===== config.mk =====
export PLATFORM = sky130hd
export DESIGN_NAME = display_interval_timer
export DESIGN_NICKNAME = d
export VERILOG_FILES = /design/src/rtl/display_interval_timer.sv
export SDC_FILE = /design/constraint.sdc
export NUM_CORES = 1
export LEC_CHECK = 0
export BUFFER_PORTS_ARGS = -buffer_cell sky130_fd_sc_hd__buf_2
export CORE_MARGIN = 2
export CORE_UTILIZATION = 40
export DETAILED_ROUTE_END_ITERATION = 7
export PLACE_DENSITY = 0.63
export SLEW_MARGIN = 20
export SYNTH_ARGS = -nofsm -noshare
export SYNTH_HDL_FRONTEND = slang
export SYNTH_SLANG_ARGS = --single-unit

===== constraint.sdc =====
create_clock -name clk -period 2.4 [get_ports clk]
set_input_delay 0.36 -clock clk [delete_from_list [all_inputs] [get_ports clk]]
set_output_delay 0.36 -clock clk [all_outputs]
set_load 0.02 [all_outputs]

===== src/rtl/display_interval_timer.sv =====
// Programmable interval timer for the reaction-timer display path: loadable
// limit, tick prescaler, one-shot or auto-reload, pause via enable, abort.
module display_interval_timer #(
  parameter int WIDTH         = 13,
  parameter int DEFAULT_LIMIT = 5000,
  parameter int PRESCALE      = 1
) (
  input  logic             clk,
  input  logic             reset,
  input  logic             start,
  input  logic             stop,
  input  logic             enable,
  input  logic             auto_reload,
  input  logic [WIDTH-1:0] limit,
  output logic [WIDTH-1:0] q,
  output logic             busy,
  output logic             done,
  output logic             expired
);

  localparam int PW = (PRESCALE > 1) ? $clog2(PRESCALE) : 1;
  localparam logic [PW-1:0]    PRE_LAST = PW'(PRESCALE - 1);
  localparam logic [WIDTH-1:0] DEF_LIM  = WIDTH'(DEFAULT_LIMIT);

  typedef enum logic [1:0] {IDLE, RUN, EXPIRED} state_t;

  state_t           state_q, state_d;
  logic [WIDTH-1:0] lim_q, lim_d;
  logic [WIDTH-1:0] cnt_q, cnt_d;
  logic [PW-1:0]    pre_q, pre_d;
  logic             mode_q, mode_d;
  logic             done_q, done_d;
  logic             busy_q, busy_d;
  logic             expired_q, expired_d;

  always_ff @(posedge clk or negedge reset) begin
    if (!reset) begin
      state_q   <= IDLE;
      lim_q     <= DEF_LIM;
      cnt_q     <= '0;
      pre_q     <= '0;
      mode_q    <= 1'b0;
      done_q    <= 1'b0;
      busy_q    <= 1'b0;
      expired_q <= 1'b0;
    end else begin
      state_q   <= state_d;
      lim_q     <= lim_d;
      cnt_q     <= cnt_d;
      pre_q     <= pre_d;
      mode_q    <= mode_d;
      done_q    <= done_d;
      busy_q    <= busy_d;
      expired_q <= expired_d;
    end
  end

  always_comb begin
    state_d = state_q;
    lim_d   = lim_q;
    cnt_d   = cnt_q;
    pre_d   = pre_q;
    mode_d  = mode_q;
    done_d  = 1'b0;
    if (stop) begin
      state_d = IDLE;
      cnt_d   = '0;
      pre_d   = '0;
    end else if (start) begin
      // A terminal tick coinciding with start is dropped: restart wins.
      lim_d   = (limit == '0) ? DEF_LIM : limit;
      mode_d  = auto_reload;
      cnt_d   = '0;
      pre_d   = '0;
      state_d = RUN;
    end else if (state_q == RUN && enable) begin
      if (pre_q == PRE_LAST) begin
        pre_d = '0;
        if (cnt_q == lim_q - WIDTH'(1)) begin
          cnt_d  = '0;
          done_d = 1'b1;
          if (!mode_q) state_d = EXPIRED;
        end else begin
          cnt_d = cnt_q + WIDTH'(1);
        end
      end else begin
        pre_d = pre_q + PW'(1);
      end
    end
    busy_d    = (state_d == RUN);
    expired_d = (state_d == EXPIRED);
  end

  assign q       = cnt_q;
  assign busy    = busy_q;
  assign done    = done_q;
  assign expired = expired_q;

endmodule


# Yosys cells after proc, flatten, opt, wreduce, memory -nomap -nowiden
# Index checks and enable logic that the tools add are counted.
# word_totals
ff_bits	33
# op_classes
bitwise_logic	1
n_addsub	3
n_reduce_logical	5
muxes	21
eq_ne	5
# op_table
cell	count
13-bit two-way mux	6
13-bit by 1-bit adder with 13-bit output (second input constant)	1
13-bit == test	1
13-bit zero test	1
13-bit by 1-bit subtractor with 13-bit output (second input constant)	1
2-bit two-way mux	6
1-bit two-way mux	9
2-bit by 1-bit == test with 1-bit output (second input constant)	2
2-bit AND reduction	2
3-bit != test (second input constant)	1
3-bit nonzero test	1
2-bit == test (second input constant)	1
1-bit adder (second input constant)	1
1-bit logical AND	1
1-bit NOT	1

# Logic depth before layout (Yosys ltp)
# Gate-level depths: netlist of the first run.
# depth
word_depth	8
ltp_mapped	10
mapped_depth_nobuf	9

# Worst setup path before layout of the first run
# Ideal clock, no wire load.
# synth_timing
path_kind	register to register
from	reg lim_q[0]
to	reg cnt_q[7] (netlist: q[7])
synth_period_minus_slack_ns	2.306
path_stages_with_launch	11
t_arrival_ns	2.187
slack_ns	0.094
t_required_ns	2.281
cell_sequence	dfrtp_1 > inv_1 > ha_1 > or3b_1 > nor2_1 > a32oi_1 > a2111oi_2 > nand3_2 > o31ai_4 > buf_6 > nor2_2
# synth_between
elab_chain_len	7
# synth_rtl
item	line	rtl
start, declared	28	logic [WIDTH-1:0] lim_q, lim_d;
start signal, assigned	48	lim_q <= lim_d;
13-bit by 1-bit subtractor with 13-bit output	79	if (cnt_q == lim_q - WIDTH'(1)) begin
13-bit == test	79	
13-bit two-way mux	79	
13-bit two-way mux	77	if (pre_q == PRE_LAST) begin
13-bit two-way mux	76	end else if (state_q == RUN && enable) begin
13-bit two-way mux	69	end else if (start) begin
13-bit two-way mux	65	if (stop) begin
end signal, assigned	49	cnt_q <= cnt_d;
end, declared	29	logic [WIDTH-1:0] cnt_q, cnt_d;
# No other way between the ends. The select of a mux whose other input is x is not followed.
# A chain may end at the register's enable or synchronous reset.

# Worst setup path in the final report of the first run
# layout_timing
from	reg lim_q[0]
to	reg cnt_q[2] (netlist: q[2])
# Same word-level chain as after synthesis.

==> results.cfg, run 1 <==
[status]
status = completed

[sta]
max_clock_freq_mhz = 432
fin_ws_ns = 0.0828
fin_skew_ns = 0.00296
min_period_over_period_pct = 96.5
finalHoldViolCount = 0
worst_pin_slew_ns = 0.713
report.final.setup_viol = 0
max_slew_margin_pct = 52.5
slew_violations = 0
fin_crit_ns = 2.32

[routing]
drt-met1-wl_um = 2050
wirelength_um = 4340
drt_pass1_iterations = 4
drc = 0
wl_met3_um = 147
route.met2.wl_um = 2100
via_per_inst = 5.20
highest-signal-layer = met4
wl_per_cell_um = 14.3
ant_nets = 0
vias = 1575
first_iter_violations = 101

[clock_tree]
clockBufferDepth = 2
root_buffer = clkbuf_8
cts_buffers = 5
htree_levels = 2
cts_tree = yes
clkTransAtPathRegs_ns = 0.07
clock_sinks = 32
insertion_delay_ns = 0.29

[synthesis]
synth_warnings = 0
synth-edff-count = 0
synth.distinct_cells = 47
synth_cells = 202
yosysSeqAreaShare_pct = 42.1
syn_nets = 223
avgSynthCellArea_um2 = 9.50
async_flop_share_pct = 100
ys_seq_elements = 32
yosys_most_used_dff = dfrtp_1
synthesis.area_um2 = 1920

[power]
power_frac_comb_pct = 21.6
switching_power_w = 0.000397
p_int_w = 0.000956
power_frac_seq_pct = 46.7
ir_worst_vdd_v = 0.000268
power_frac_clock_pct = 31.7
switching_share_pct = 29.3
power.density_nw_per_um2 = 562
power_w = 0.00135
p_leak_nw = 1.08

[critical_path]
crit_path_end_kind = flip-flop
critical_path.top_delay_family = simple AND/OR/NAND/NOR gates
r2r_slack_ns = 0.08
cp_slowest_cell = dfrtp_1
required_ns = 2.58
path_buf_inv = 2
crit_chain = inv_2, ha_4, or3b_4, nor2_2, a32oi_2, a2111oi_4, nand3_4, o31ai_4, buf_12, nor2_1
crit_type = flip-flop to flip-flop
cp_slowest_stage_delay_ns = 0.40
cp_max_fo = 11
start_kind = flip-flop
arrival_ns = 2.50

[grt]
grt_max_degree = 33
antenna_found_initial = 0
grt_pass1_wl_um = 6710
grtUsageTotal_pct = 16.6
grt_pass1_vias = 1379
grt_overflow_total = 0

[floorplanning]
die_area_um2 = 5360
rows = 25
die_x_um = 73.2
core_um2 = 4660
io_pins = 35
start_util_pct = 41.2
die_height_um = 73.2

[finish]
stdcell_count = 303
syn_to_final_growth_pct = 25.4
layout_commonest_cell = nand2_1
drive_gt1_share_pct = 35.3
fin_nets = 269
final_cell_mix = 36 x nand2_1, 34 x buf_2, 26 x dfrtp_1, 17 x xor2_1
diodes = 0

[job]
maxCapViolCount = 0

[placement]
pre_cts_ws_ns = -0.0376
gp_congestion = 0.844
place_hpwl_um = 3210
portBuffers = 34
dp_cells = 295

[hold_path]
hp-class = primary input to asynchronous set/reset pin
==> routing by layer <==
layer  track usage (%)  vias up
met5                 0        -
met4              4.32        0
met3              4.56        5
met2              25.2       22
met1              23.3      754
li1                  -      794
==> power groups by stage <==
stage | registers, W | clock network [W] | logic [W]
2_1_floorplan | 0.000625 | 0 | 0.000176
3_3_place_gp | 0.000636 | 0 | 0.000255
3_5_place_dp | 0.000636 | 0 | 0.000260
4_1_cts | 0.000628 | 0.000442 | 0.000264
5_1_grt | 0.000636 | 0.000467 | 0.000324
6_report | 0.000631 | 0.000429 | 0.000292
==> Yosys cell counts (3+ instances only) <==
| cell type | n | share of area (%) |
|---|---|---|
| clkbuf_1 | 4 | 0.78 |
| xor2_1 | 17 | 7.8 |
| nor2_2 | 10 | 3.3 |
| nand2b_1 | 5 | 1.6 |
| xnor2_1 | 8 | 3.7 |
| and3_1 | 5 | 1.6 |
| nand3_1 | 8 | 2.1 |
| o22a_1 | 6 | 2.7 |
| nor2_1 | 11 | 2.2 |
| inv_1 | 3 | 0.59 |
| dfstp_2 | 5 | 6.8 |
| nor4_1 | 4 | 1.3 |
| nand4_1 | 4 | 1.3 |
| nor3_1 | 3 | 0.78 |
| o21ai_1 | 6 | 1.6 |
| nand2_1 | 36 | 7.0 |
| dfrtp_1 | 27 | 35 |
==> final cells by class <==
type,instances,area (µm²)
fillers,413,2250
multi-input cells,158,1140
flip-flops and latches,32,808
repair buffers,47,284
clock buffers,8,90.1
well taps,54,67.6
inverters,4,15.0
==> per-stage QoR <==
step	TNS [ns]	cell area [µm²]	utilization (%)	hold WS, ns
global route	-0.367	2410	51.6	0.189
floorplan	0	1920	-	0.0644
detailed placement	-0.0989	2220	47.6	0.459
global placement	-0.00704	2220	47.6	0.453
finish	0	2410	51.6	0.119
CTS	0	2320	49.9	0.150
==> sequential cells by signal (all words and copies together), names as in the netlist <==
| signal | flops |
|---|---|
| busy | 1 |
| q | 13 |
| state_q | 2 |
| expired | 1 |
| done | 1 |
| lim_q | 13 |
| mode_q | 1 |
==> what timing repair did <==
action / CTS / global route
gates cloned: 0 / 0
pin swaps: 3 / 10
resized for setup: 2 / 16
buffers inserted: 0 / 0
setup endpoints to repair: 4 / 16
hold buffers: 0 / 0
==> cells by family (layout without fill, tap and decap cells) <==
| family | count (synthesis) | after routing | synth area share [%] |
|---|---|---|---|
| compound gates | 28 | 28 | 12.2 |
| xor+xnor | 25 | 25 | 11.4 |
| fa+ha+maj | 2 | 2 | 1.30 |
| buf+inv | 12 | 59 | 3.26 |
| flops | 32 | 32 | 42.1 |
| mux | 2 | 2 | 1.04 |
| simple gates | 101 | 101 | 28.7 |
==> worst paths after layout <==
kind	start	to	cells after the start
min in group clk	auto_reload	mode_q$_DFFE_PN0P_	3
max in group asynchronous	reset	lim_q[2]$_DFFE_PN0P_	1
worst min register to register	lim_q[11]$_DFFE_PN0P_	lim_q[11]$_DFFE_PN0P_	2
worst max register to register	lim_q[0]$_DFFE_PN0P_	q[2]$_DFFE_PN0P_	10
worst min-delay path	reset	q[9]$_DFFE_PN0P_	1
worst max-delay path	lim_q[0]$_DFFE_PN0P_	q[2]$_DFFE_PN0P_	10
==> worst register-to-register path: stages (launching register included) <==
cell and delay, ns:
dfrtp_1 0.40, inv_2 0.09, ha_4 0.14, or3b_4 0.38, nor2_2 0.11, a32oi_2 0.08
a2111oi_4 0.34, nand3_4 0.16, o31ai_4 0.28, buf_12 0.18, nor2_1 0.05
(Power assumes the default switching activity.)
==> run 2, diff against run 1 <==
--- a/config.mk
+++ b/config.mk
@@ -5,9 +5,10 @@
 export SDC_FILE = /design/constraint.sdc
 export NUM_CORES = 1
 export LEC_CHECK = 0
+export ABC_AREA = 0
 export BUFFER_PORTS_ARGS = -buffer_cell sky130_fd_sc_hd__buf_2
 export CORE_MARGIN = 2
-export CORE_UTILIZATION = 40
+export CORE_UTILIZATION = 31
 export DETAILED_ROUTE_END_ITERATION = 7
 export PLACE_DENSITY = 0.63
 export SLEW_MARGIN = 20
==> run 2 against run 1 <==
Against the previous run:
- final cell count up 8.3%
- sequential cell count unchanged
- fmax down 2.7%
- highest routed layer unchanged
- routed wire length up 0.99%
==> results.cfg, run 2 (synthesis results as in run 1) <==
[status]
status = completed

[power]
switching_power_w = 0.000407
power.density_nw_per_um2 = 597
p_int_w = 0.00110
power_frac_seq_pct = 42.3
switching_share_pct = 27.0
power_frac_comb_pct = 20.2
power_frac_clock_pct = 37.5
power_w = 0.00151
p_leak_nw = 1.13
ir_worst_vdd_v = 0.000299

[sta]
slew_violations = 0
fin_crit_ns = 2.38
worst_pin_slew_ns = 0.705
report.final.setup_viol = 0
finalHoldViolCount = 0
max_slew_margin_pct = 53.0
fin_skew_ns = 0.00425
rsz0062_at_grt = yes
min_period_over_period_pct = 99.2
max_clock_freq_mhz = 420

[grt]
grt_pass1_wl_um = 7250
grt_overflow_total = 0
antenna_found_initial = 0
grtUsageTotal_pct = 14.2
grt_pass1_vias = 1533
grt_max_degree = 33

[critical_path]
required_ns = 2.57
start_kind = flip-flop
critPathLaunch = lim_q[1]$_DFFE_PN0P_
crit_type = flip-flop to flip-flop
r2r-start = lim_q[1]$_DFFE_PN0P_
crit_path_end_kind = flip-flop
cp_max_fo = 10
arrival_ns = 2.55

[clock_tree]
cts_tree = yes
root_buffer = clkbuf_8
clkTransAtPathRegs_ns = 0.07
clock_sinks = 32
clockBufferDepth = 2
htree_levels = 2
insertion_delay_ns = 0.28
ctsHoldBuffers = 0
cts_buffers = 5

[floorplanning]
start_util_pct = 32.2
io_pins = 35
core_um2 = 5960
rows = 28
die_area_um2 = 6830
die_height_um = 82.7
die_x_um = 82.7

[finish]
syn_to_final_growth_pct = 31.4
final_cell_mix = 36 x nand2_1, 34 x buf_2, 26 x dfrtp_1, 17 x xor2_1, 14 x buf_4
final_cell_area_um2 = 2520
fin_nets = 273
stdcell_count = 328
drive_gt1_share_pct = 38.7
diodes = 0
layout_commonest_cell = nand2_1

[routing]
vias = 1586
wirelength_um = 4390
wl_per_cell_um = 13.4
drt_pass1_iterations = 4
drc = 0
first_iter_violations = 81
ant_nets = 0
via_per_inst = 4.84

[placement]
portBuffers = 34
dp_cells = 313
place_hpwl_um = 3260
placed_area_um2 = 2220
gp_congestion = 0.798

[hold_path]
hp-class = primary input to asynchronous set/reset pin

[job]
maxCapViolCount = 0
## run 2: path summary, 6_finish.rpt
check                                        to  slack, ns  cells past startpoint
min in group clk             mode_q$_DFFE_PN0P_       0.27                      3
min                            q[3]$_DFFE_PN0P_       0.13                      1
max reg2reg                    q[7]$_DFFE_PN0P_       0.02                      9
min reg2reg                state_q[1]$_DFF_PN0_       0.54                      1
max in group asynchronous  lim_q[2]$_DFFE_PN0P_       1.78                      1
max                            q[7]$_DFFE_PN0P_       0.02                      9
## run 2: power groups by stage
stage | combinational (W) | clock, W | sequential [W]
after floorplan | 0.000176 | 0 | 0.000625
after global placement | 0.000242 | 0 | 0.000639
after detailed placement | 0.000247 | 0 | 0.000641
after CTS | 0.000263 | 0.000581 | 0.000631
after global routing | 0.000336 | 0.000608 | 0.000642
final | 0.000305 | 0.000564 | 0.000637
## run 2: repair_timing
action,4_1_cts,5_1_grt
pin swaps,3,11
buffers inserted,3,4
setup endpoints to repair,15,18
gates resized for setup,2,21
endpoints found under the hold margin,0,0
## run 2: cell type report
type | count | area [µm²]
clock inverter | 1 | 30.0
sequential | 32 | 808
clock buffer | 7 | 96.3
tap | 75 | 93.8
fill | 591 | 3440
timing repair buffer | 51 | 318
inverter | 4 | 15.0
multi-input combinational | 158 | 1160
## run 2: worst max-delay path: stages, from the launching register on
cell and delay [ns]:
dfrtp_1 0.39, buf_4 0.14, or4_4 0.57, o41ai_4 0.24, a311oi_2 0.16, o22ai_2 0.16, nand3_4 0.12, o31ai_4 0.25
buf_12 0.18, nor2_2 0.04
## run 2: stage by stage
| stage | TNS [ns] | hold WS (ns) | util, % | setup WS [ns] |
|---|---|---|---|---|
| global placement | -0.0869 | 0.457 | 37.3 | -0.0504 |
| detailed placement | -1.28 | 0.461 | 37.3 | -0.126 |
| CTS | 0 | 0.152 | 40.1 | 0.00858 |
| floorplan | 0 | 0.0644 | - | 0.0939 |
| finish | 0 | 0.126 | 42.3 | 0.0185 |
| global route | -0.998 | 0.179 | 42.3 | -0.0849 |
## run 2: per-layer routing
metal / vias up / GRT usage, % / part of all wire, %
li1: 804 / - / -
met1: 733 / 19.3 / 48
met2: 35 / 21.7 / 46
met3: 14 / 3.26 / 3.7
met4: 0 / 5.57 / 2.6
met5: - / 0 / 0
